--- src/rtl/deco_pipe.sv ---
// deco_pipe: decodes RV32 instruction words on enqueue and buffers the
// decoded fields in a 2-entry FIFO. The outputs come from the head entry.
// Optional feature: define DECO_ILLEGAL_EN to flag entries whose class is
// unknown or whose low opcode bits are not 2'b11. Without the macro,
// out_illegal is tied to 0.
module deco_pipe #(
  parameter int XLEN = 32
) (
  input  logic            clk,
  input  logic            rst_n,
  input  logic            flush,
  input  logic            in_valid,
  output logic            in_ready,
  input  logic [31:0]     in_instr,
  input  logic [XLEN-1:0] in_pc,
  output logic            out_valid,
  input  logic            out_ready,
  output logic [6:0]      out_op,
  output logic [4:0]      out_rs1,
  output logic [4:0]      out_rs2,
  output logic [4:0]      out_rd,
  output logic [2:0]      out_funct3,
  output logic [6:0]      out_funct7,
  output logic [XLEN-1:0] out_imm,
  output logic [2:0]      out_type,
  output logic [XLEN-1:0] out_pc,
  output logic            out_illegal,
  output logic [1:0]      out_count
);

  typedef struct packed {
    logic [6:0]      op;
    logic [4:0]      rs1;
    logic [4:0]      rs2;
    logic [4:0]      rd;
    logic [2:0]      funct3;
    logic [6:0]      funct7;
    logic [XLEN-1:0] imm;
    logic [2:0]      typ;
    logic [XLEN-1:0] pc;
  } entry_t;

  entry_t      mem [2];
  entry_t      dec_entry;
  entry_t      head;
  logic [2:0]  dec_type;
  logic [31:0] imm32;
  logic        wr_ptr_reg;
  logic        rd_ptr_reg;
  logic [1:0]  count_reg;
  logic        push;
  logic        pop;

  // Handshakes depend only on registered occupancy, never on out_ready.
  assign in_ready  = (count_reg != 2'd2);
  assign out_valid = (count_reg != 2'd0);
  assign out_count = count_reg;
  assign push      = in_valid && in_ready;
  assign pop       = out_valid && out_ready;

  // Classify the incoming opcode into an instruction class.
  always_comb begin
    dec_type = 3'd0;
    case (in_instr[6:0])
      7'b0110011:                         dec_type = 3'd1;
      7'b0010011, 7'b0000011, 7'b1100111: dec_type = 3'd2;
      7'b0110111, 7'b0010111:             dec_type = 3'd3;
      7'b1100011:                         dec_type = 3'd4;
      7'b1101111:                         dec_type = 3'd5;
      7'b0100011:                         dec_type = 3'd6;
      default:                            dec_type = 3'd0;
    endcase
  end

  // Assemble the 32-bit immediate for the class, then sign-extend it to XLEN.
  always_comb begin
    imm32 = 32'd0;
    case (dec_type)
      3'd2: imm32 = {{20{in_instr[31]}}, in_instr[31:20]};
      3'd6: imm32 = {{20{in_instr[31]}}, in_instr[31:25], in_instr[11:7]};
      3'd4: imm32 = {{19{in_instr[31]}}, in_instr[31], in_instr[7],
                     in_instr[30:25], in_instr[11:8], 1'b0};
      3'd3: imm32 = {in_instr[31:12], 12'd0};
      3'd5: imm32 = {{11{in_instr[31]}}, in_instr[31], in_instr[19:12],
                     in_instr[20], in_instr[30:21], 1'b0};
      default: imm32 = 32'd0;
    endcase
    dec_entry        = '0;
    dec_entry.op     = in_instr[6:0];
    dec_entry.rd     = in_instr[11:7];
    dec_entry.funct3 = in_instr[14:12];
    dec_entry.rs1    = in_instr[19:15];
    dec_entry.rs2    = in_instr[24:20];
    dec_entry.funct7 = in_instr[31:25];
    dec_entry.imm    = XLEN'($signed(imm32));
    dec_entry.typ    = dec_type;
    dec_entry.pc     = in_pc;
  end

  // Occupancy and pointers; flush overrides any same-cycle push or pop.
  always_ff @(posedge clk or negedge rst_n) begin
    if (!rst_n) begin
      count_reg  <= 2'd0;
      wr_ptr_reg <= 1'b0;
      rd_ptr_reg <= 1'b0;
    end else if (flush) begin
      count_reg  <= 2'd0;
      wr_ptr_reg <= 1'b0;
      rd_ptr_reg <= 1'b0;
    end else begin
      if (push) wr_ptr_reg <= ~wr_ptr_reg;
      if (pop)  rd_ptr_reg <= ~rd_ptr_reg;
      case ({push, pop})
        2'b10:   count_reg <= count_reg + 2'd1;
        2'b01:   count_reg <= count_reg - 2'd1;
        default: count_reg <= count_reg;
      endcase
    end
  end

  // Entry storage holds no reset: stale contents are masked by occupancy.
  always_ff @(posedge clk) begin
    if (push && !flush) mem[wr_ptr_reg] <= dec_entry;
  end

  assign head = mem[rd_ptr_reg];

  // Present the head entry, forcing every data field to zero when empty.
  always_comb begin
    out_op     = '0;
    out_rs1    = '0;
    out_rs2    = '0;
    out_rd     = '0;
    out_funct3 = '0;
    out_funct7 = '0;
    out_imm    = '0;
    out_type   = '0;
    out_pc     = '0;
    if (out_valid) begin
      out_op     = head.op;
      out_rs1    = head.rs1;
      out_rs2    = head.rs2;
      out_rd     = head.rd;
      out_funct3 = head.funct3;
      out_funct7 = head.funct7;
      out_imm    = head.imm;
      out_type   = head.typ;
      out_pc     = head.pc;
    end
  end

`ifdef DECO_ILLEGAL_EN
  logic ill_mem [2];
  logic dec_illegal;

  assign dec_illegal = (dec_type == 3'd0) || (in_instr[1:0] != 2'b11);

  // Illegal flag travels alongside its entry so ordering is preserved.
  always_ff @(posedge clk) begin
    if (push && !flush) ill_mem[wr_ptr_reg] <= dec_illegal;
  end

  assign out_illegal = out_valid && ill_mem[rd_ptr_reg];
`else
  assign out_illegal = 1'b0;
`endif

endmodule

--- config.mk ---
export PLATFORM = sky130hd
export DESIGN_NAME = deco_pipe
export DESIGN_NICKNAME = d
export VERILOG_FILES = /design/src/rtl/deco_pipe.sv
export SDC_FILE = /design/constraint.sdc
export NUM_CORES = 1
export LEC_CHECK = 0
export ABC_CLOCK_PERIOD_IN_PS = 14600
export BUFFER_PORTS_ARGS = -buffer_cell sky130_fd_sc_hd__buf_4
export CORE_AREA = 3 3 123 125
export CTS_CLUSTER_SIZE = 10
export DETAILED_ROUTE_END_ITERATION = 16
export DIE_AREA = 0 0 126 128
export PLACE_DENSITY = 0.83
export SYNTH_ARGS = -nofsm -noshare
export SYNTH_HDL_FRONTEND = slang
export SYNTH_SLANG_ARGS = --single-unit
--- constraint.sdc ---
create_clock -name clk -period 14.6 [get_ports clk]
set_clock_uncertainty 0.05 [all_clocks]
set_input_delay 1.46 -clock clk [delete_from_list [all_inputs] [get_ports clk]]
set_output_delay 1.46 -clock clk [all_outputs]
set_load 0.05 [all_outputs]
# == Word level (Yosys, flattened, before mapping) ==
# Memory sizes are Yosys's and may differ from the RTL's.
# Cells that the tools add are included.
# op_classes
n_reduce_logical,10
n_bitwise,2
n_mux,19
n_eq_ne,17
add_sub_neg,2
# ops
op,count
$pmux W32 S5,1
$mux W32,2
$eq A7 B6 Y1 const B,3
$eq A7 B7 Y1 const B,3
$pmux W3 S6,1
$mux W5,3
$eq A7 B5 Y1 const B,2
$mux W7,2
$eq A3 B3 Y1 const B,3
$eq A7 B2 Y1 const B,1
$eq A3 B2 Y1 const B,2
$mux W1,6
$mux W3,2
$reduce_bool A2 Y1,3
$pmux W2 S2,1
$logic_and A1 B1 Y1,3
$reduce_bool A3 Y1,1
$reduce_or A3 Y1,1
$add A2 B1 Y2 const B,1
$eq A2 B1 Y1 const B,1
$eq A2 B2 Y1 const B,1
$mux W2,1
$ne A2 B2 Y1 const B,1
$not A1 Y1,2
other kinds (3),3
# totals
memories,1
mem_bits_rw,198
input_bits,69
register_bits,4
word_cells,54
out_inout_bits,104
# mem_list
name,words,width,read_ports,rd_ports_with_merged_regs,wr,line_no,text
mem,2,99,1,0,1,43,entry_t mem [2];

# == Depth between registers and ports, before layout ==
# depth
word_depth,5
depth_mapped,8
depth_no_buf,5

# == Least setup slack after synthesis ==
# No wires, ideal clock.
# synth_timing
path_kind,input-to-reg
start,input in_valid
end,"memory mem[1][0] (netlist bit), enable pin"
t_arrival_ns,8.809
setup_slack_ns,5.043
required_time_ns,13.851
cell_stages,2
n_path_buf,0
setup_ns,0.699
path_cell_list,nand2_1 -> nor3b_1
# synth_via
elab_chain_len,4
# synth_rtl
element,line_no,text
start: declaration,12,"input logic in_valid,"
$logic_and A1 B1 Y1,58,assign push = in_valid && in_ready;
$logic_and A1 B1 Y1,123,if (push && !flush) mem[wr_ptr_reg] <= dec_entry;
$mux W1,123,
$mux W1 (implied by the code),123,
end: declaration,43,
# Every way passes these cells.

# == Final worst setup path ==
# layout_timing
start,register rd_ptr_reg
end,output out_imm[24]
# layout_via
elab_chain_len,2
# layout_rtl
element,line_no,text
start: declaration,49,logic rd_ptr_reg;
start signal: assignment,112,if (pop) rd_ptr_reg <= ~rd_ptr_reg;
$mem_v2 Z2 W99,-,
$mux W32,139,if (out_valid) begin
end: declaration,24,"output logic [XLEN-1:0] out_imm,"
# Every way passes these cells.

==> results.txt <==
* Final worst path period need: 4.518 ns
- Number of top-level design ports: 173
* Global-route wire length before repair: 26140 um
* Hold bufs inserted after CTS: 0
- Clock-pin slew was measured on the worst setup and hold paths at 0.05 ns.
* Area growth from synthesis to final layout: 25.82%
- The largest individual stage delay along the critical path comes from the cell buf_4.
- Tcrit/Tclk final: 0.3095
* Most Frequent Cell on Critical Path: buf_4
- For this run, the slowest stage of the critical path takes 0.91 ns.
- Fraction of layout instances using a drive strength above 1: 0.3019
* Cells along the critical path: buf_4, mux2i_1, nor2_1, buf_4
* Worst hold margin: 0.5493 ns
- Number of flops mapped to enable cells by yosys: 198
* WL met3: 1235 um
- Buffers added to address setup during post-CTS repair amount to 0.
* Global route overflow: 0
* TritonCTS Buffers: 24
- Proportion of synthesized flip-flops having asynchronous set or reset: 0.01980
- After routing, the total negative slack on setup checks comes to 0 ns.
- Summed over all cells, the static leakage comes to 0.003904 uW.
* Number of nets in the synthesized netlist: 585
* Max Clock Freq: 221.3 MHz
- Met2 wire len: 8302 um
- The flow ran to the end, and the final reports show no timing, DRC or antenna violations.
- Post-CTS Resized: 0
- Final Slew Violations: 0
- The worst setup path is of the reg -> out kind.
* Final Wtd Congestion: 0.8511
- FF+latch count, synth: 202
- Number of nets in the layout: 760
- Top_reg_cell synth: edfxtp_1
- The detailed router finished its first iteration with 312 violations.
- TritonCTS built the clock tree.
* Portion of the post-synthesis area used by sequential elements: 0.7449
- Hold Violations, Final: 0
- Clock root buffer: clkbuf_16
- Biggest area consumer among synthesized cells: edfxtp_1
* Most frequent cell after synthesis: edfxtp_1
- Leading cell types by count after synthesis: edfxtp_1, nor2_1, mux2i_1
- Die Height: 128 um
* Proportion of netlist area held by the largest area contributor: 0.7325
* Final routed wire length divided by cell count: 18.93 um
- For this run, design rule violations remaining after detail routing come to 0.
- In the global route stage, overall resource usage came out at 0.2028.
* Vias after detailed routing: 4832
* Required arrival time at the worst endpoint: 13.09 ns
- Of all nets on the critical path, the largest fanout is 59.
- Number of warning messages in the yosys log: 0
- In the final routing, the length of wire on met1 measures 6842 um.
- Clock tree buffer depth: 3
- Die outline width: 126 um
- The number of antenna violations at the first check in global routing is 0.
- 0 antenna diodes ended up in the layout.
* Final routed wirelength across all metal layers: 16640 um
- The wire-length estimate of the detail-placed layout is 10390 um.
* Drt first pass iters: 4
- Vias/cell: 5.497
- Worst ir drop on vdd: 0.08634 mV
- Dominant cells by area after synthesis: edfxtp_1, mux2i_1, nor2_1
* H-tree lvl count: 1
* Arrival time of data at the critical path endpoint: 3.01 ns
* Mapped Cells: 516
- Slew HR: 0.2820
- Each instance of the synthesized netlist takes up on average 15.73 um2.
* Clk Latency, worst-skew pair: 0.49 ns
* Final Setup Violations: 0
- Top layer in use: met4
- Number of distinct library cells after synthesis: 36
* Actual transition at the worst max-transition pin: 1.077 ns
- Hold Path Class: reg -> reg
- The worst setup path is launched from a flip-flop.
* Critical Path End Type: output pin
* Starting density of the core: 0.5802
* Reported max-cap violation count: 0
* Via count of the first global-routing pass: 5036
- Once detail routing completed, the nets flagged for antenna violations numbered 0.
- The synthesized netlist occupies a cell area of 0.008117 mm2.
- Setup repair after global routing missed its margin: no
- Entering global routing, the biggest net connects 102 pins.
* Standard cell core area: 0.01399 mm2
* Clock Sink Count: 202
- The die covers 0.01613 mm2.
* Pwr dens: 137.9 mW/mm2
* Site Rows: 43
- Port Buffers: 171
- mem holds more flip-flops than any other register.
* Flip-flop count of the largest register after layout: 198
[metal layers]
layer | GRT usage | up-vias
met3 | 0.04292 | 18
met5 | 0 | -
met4 | 0.05552 | 0
met2 | 0.3408 | 198
li1 | - | 2249
met1 | 0.2726 | 2367
[power breakdown]
group / switching (uW) / total, uW / internal [uW]
Combinational: 154 / 224 / 70.4
Clock: 200 / 508 / 307
Sequential: 11.7 / 677 / 665
[layout by cell type, fill, tap and decap left out, types with 3 or more instances in the layout]
cell type / instances
buf_4: 177
nor2b_1: 3
mux2i_1: 101
nand2_1: 8
and2_1: 7
clkbuf_1: 8
a21o_1: 19
inv_1: 4
clkbuf_16: 25
dfrtp_1: 3
nor2_1: 107
nand2b_1: 3
a21oi_1: 4
a22o_1: 4
edfxtp_1: 198
[critical path, delay by kind of cell (launching register included)]
kind,cells,cell delay (ns)
buffers and inverters,2,1.16
multiplexers,1,0.32
AND/OR/NAND/NOR,1,0.09
flip-flops,1,0.89
[layout make-up]
class                   instances  area [um2]
clock buffers                  33       655.6
clock inverters                 1       8.758
fillers                       880        3776
inverters                       4       15.01
multi-input cells             282        1929
flip-flops and latches        202        6050
well taps                     180       225.2
repair buffers                177        1329
[through the flow]
stage | power (uW) | area, um2 | instances | setup WS, ns | utilization
global route | 1459 | 10210 | 879 | 9.916 | 0.7301
CTS | 1423 | 10210 | 879 | 10.04 | 0.7301
global placement | 908.3 | 9548 | 845 | 10.62 | 0.6826
finish | 1408 | 10210 | 879 | 10.08 | 0.7301
detailed placement | 912.8 | 9548 | 845 | 10.57 | 0.6826
floorplan | 840.6 | 8117 | 516 | 5.043 | -
[path summary, 6_finish.rpt]
kind                             from           to  slack, ns  cells after the start
max reg2reg                rd_ptr_reg   rd_ptr_reg      12.29                      3
min                        wr_ptr_reg   wr_ptr_reg       0.55                      2
max                        rd_ptr_reg  out_imm[24]      10.08                      4
min in group asynchronous       rst_n   wr_ptr_reg       0.71                      1
min reg2reg                wr_ptr_reg   wr_ptr_reg       0.55                      2
max in group asynchronous       rst_n   rd_ptr_reg      13.68                      1
[logic make-up after synthesis]
kind of cell | synth area share
flip-flops | 0.7449
AND/OR/NAND/NOR | 0.07538
multiplexers | 0.1246
AO/OA/AOI/OAI | 0.03299
buffers and inverters | 0.01958
XOR/XNOR | 0.002159
other | 0.0004620
Power figures use the tool's default switching activity.
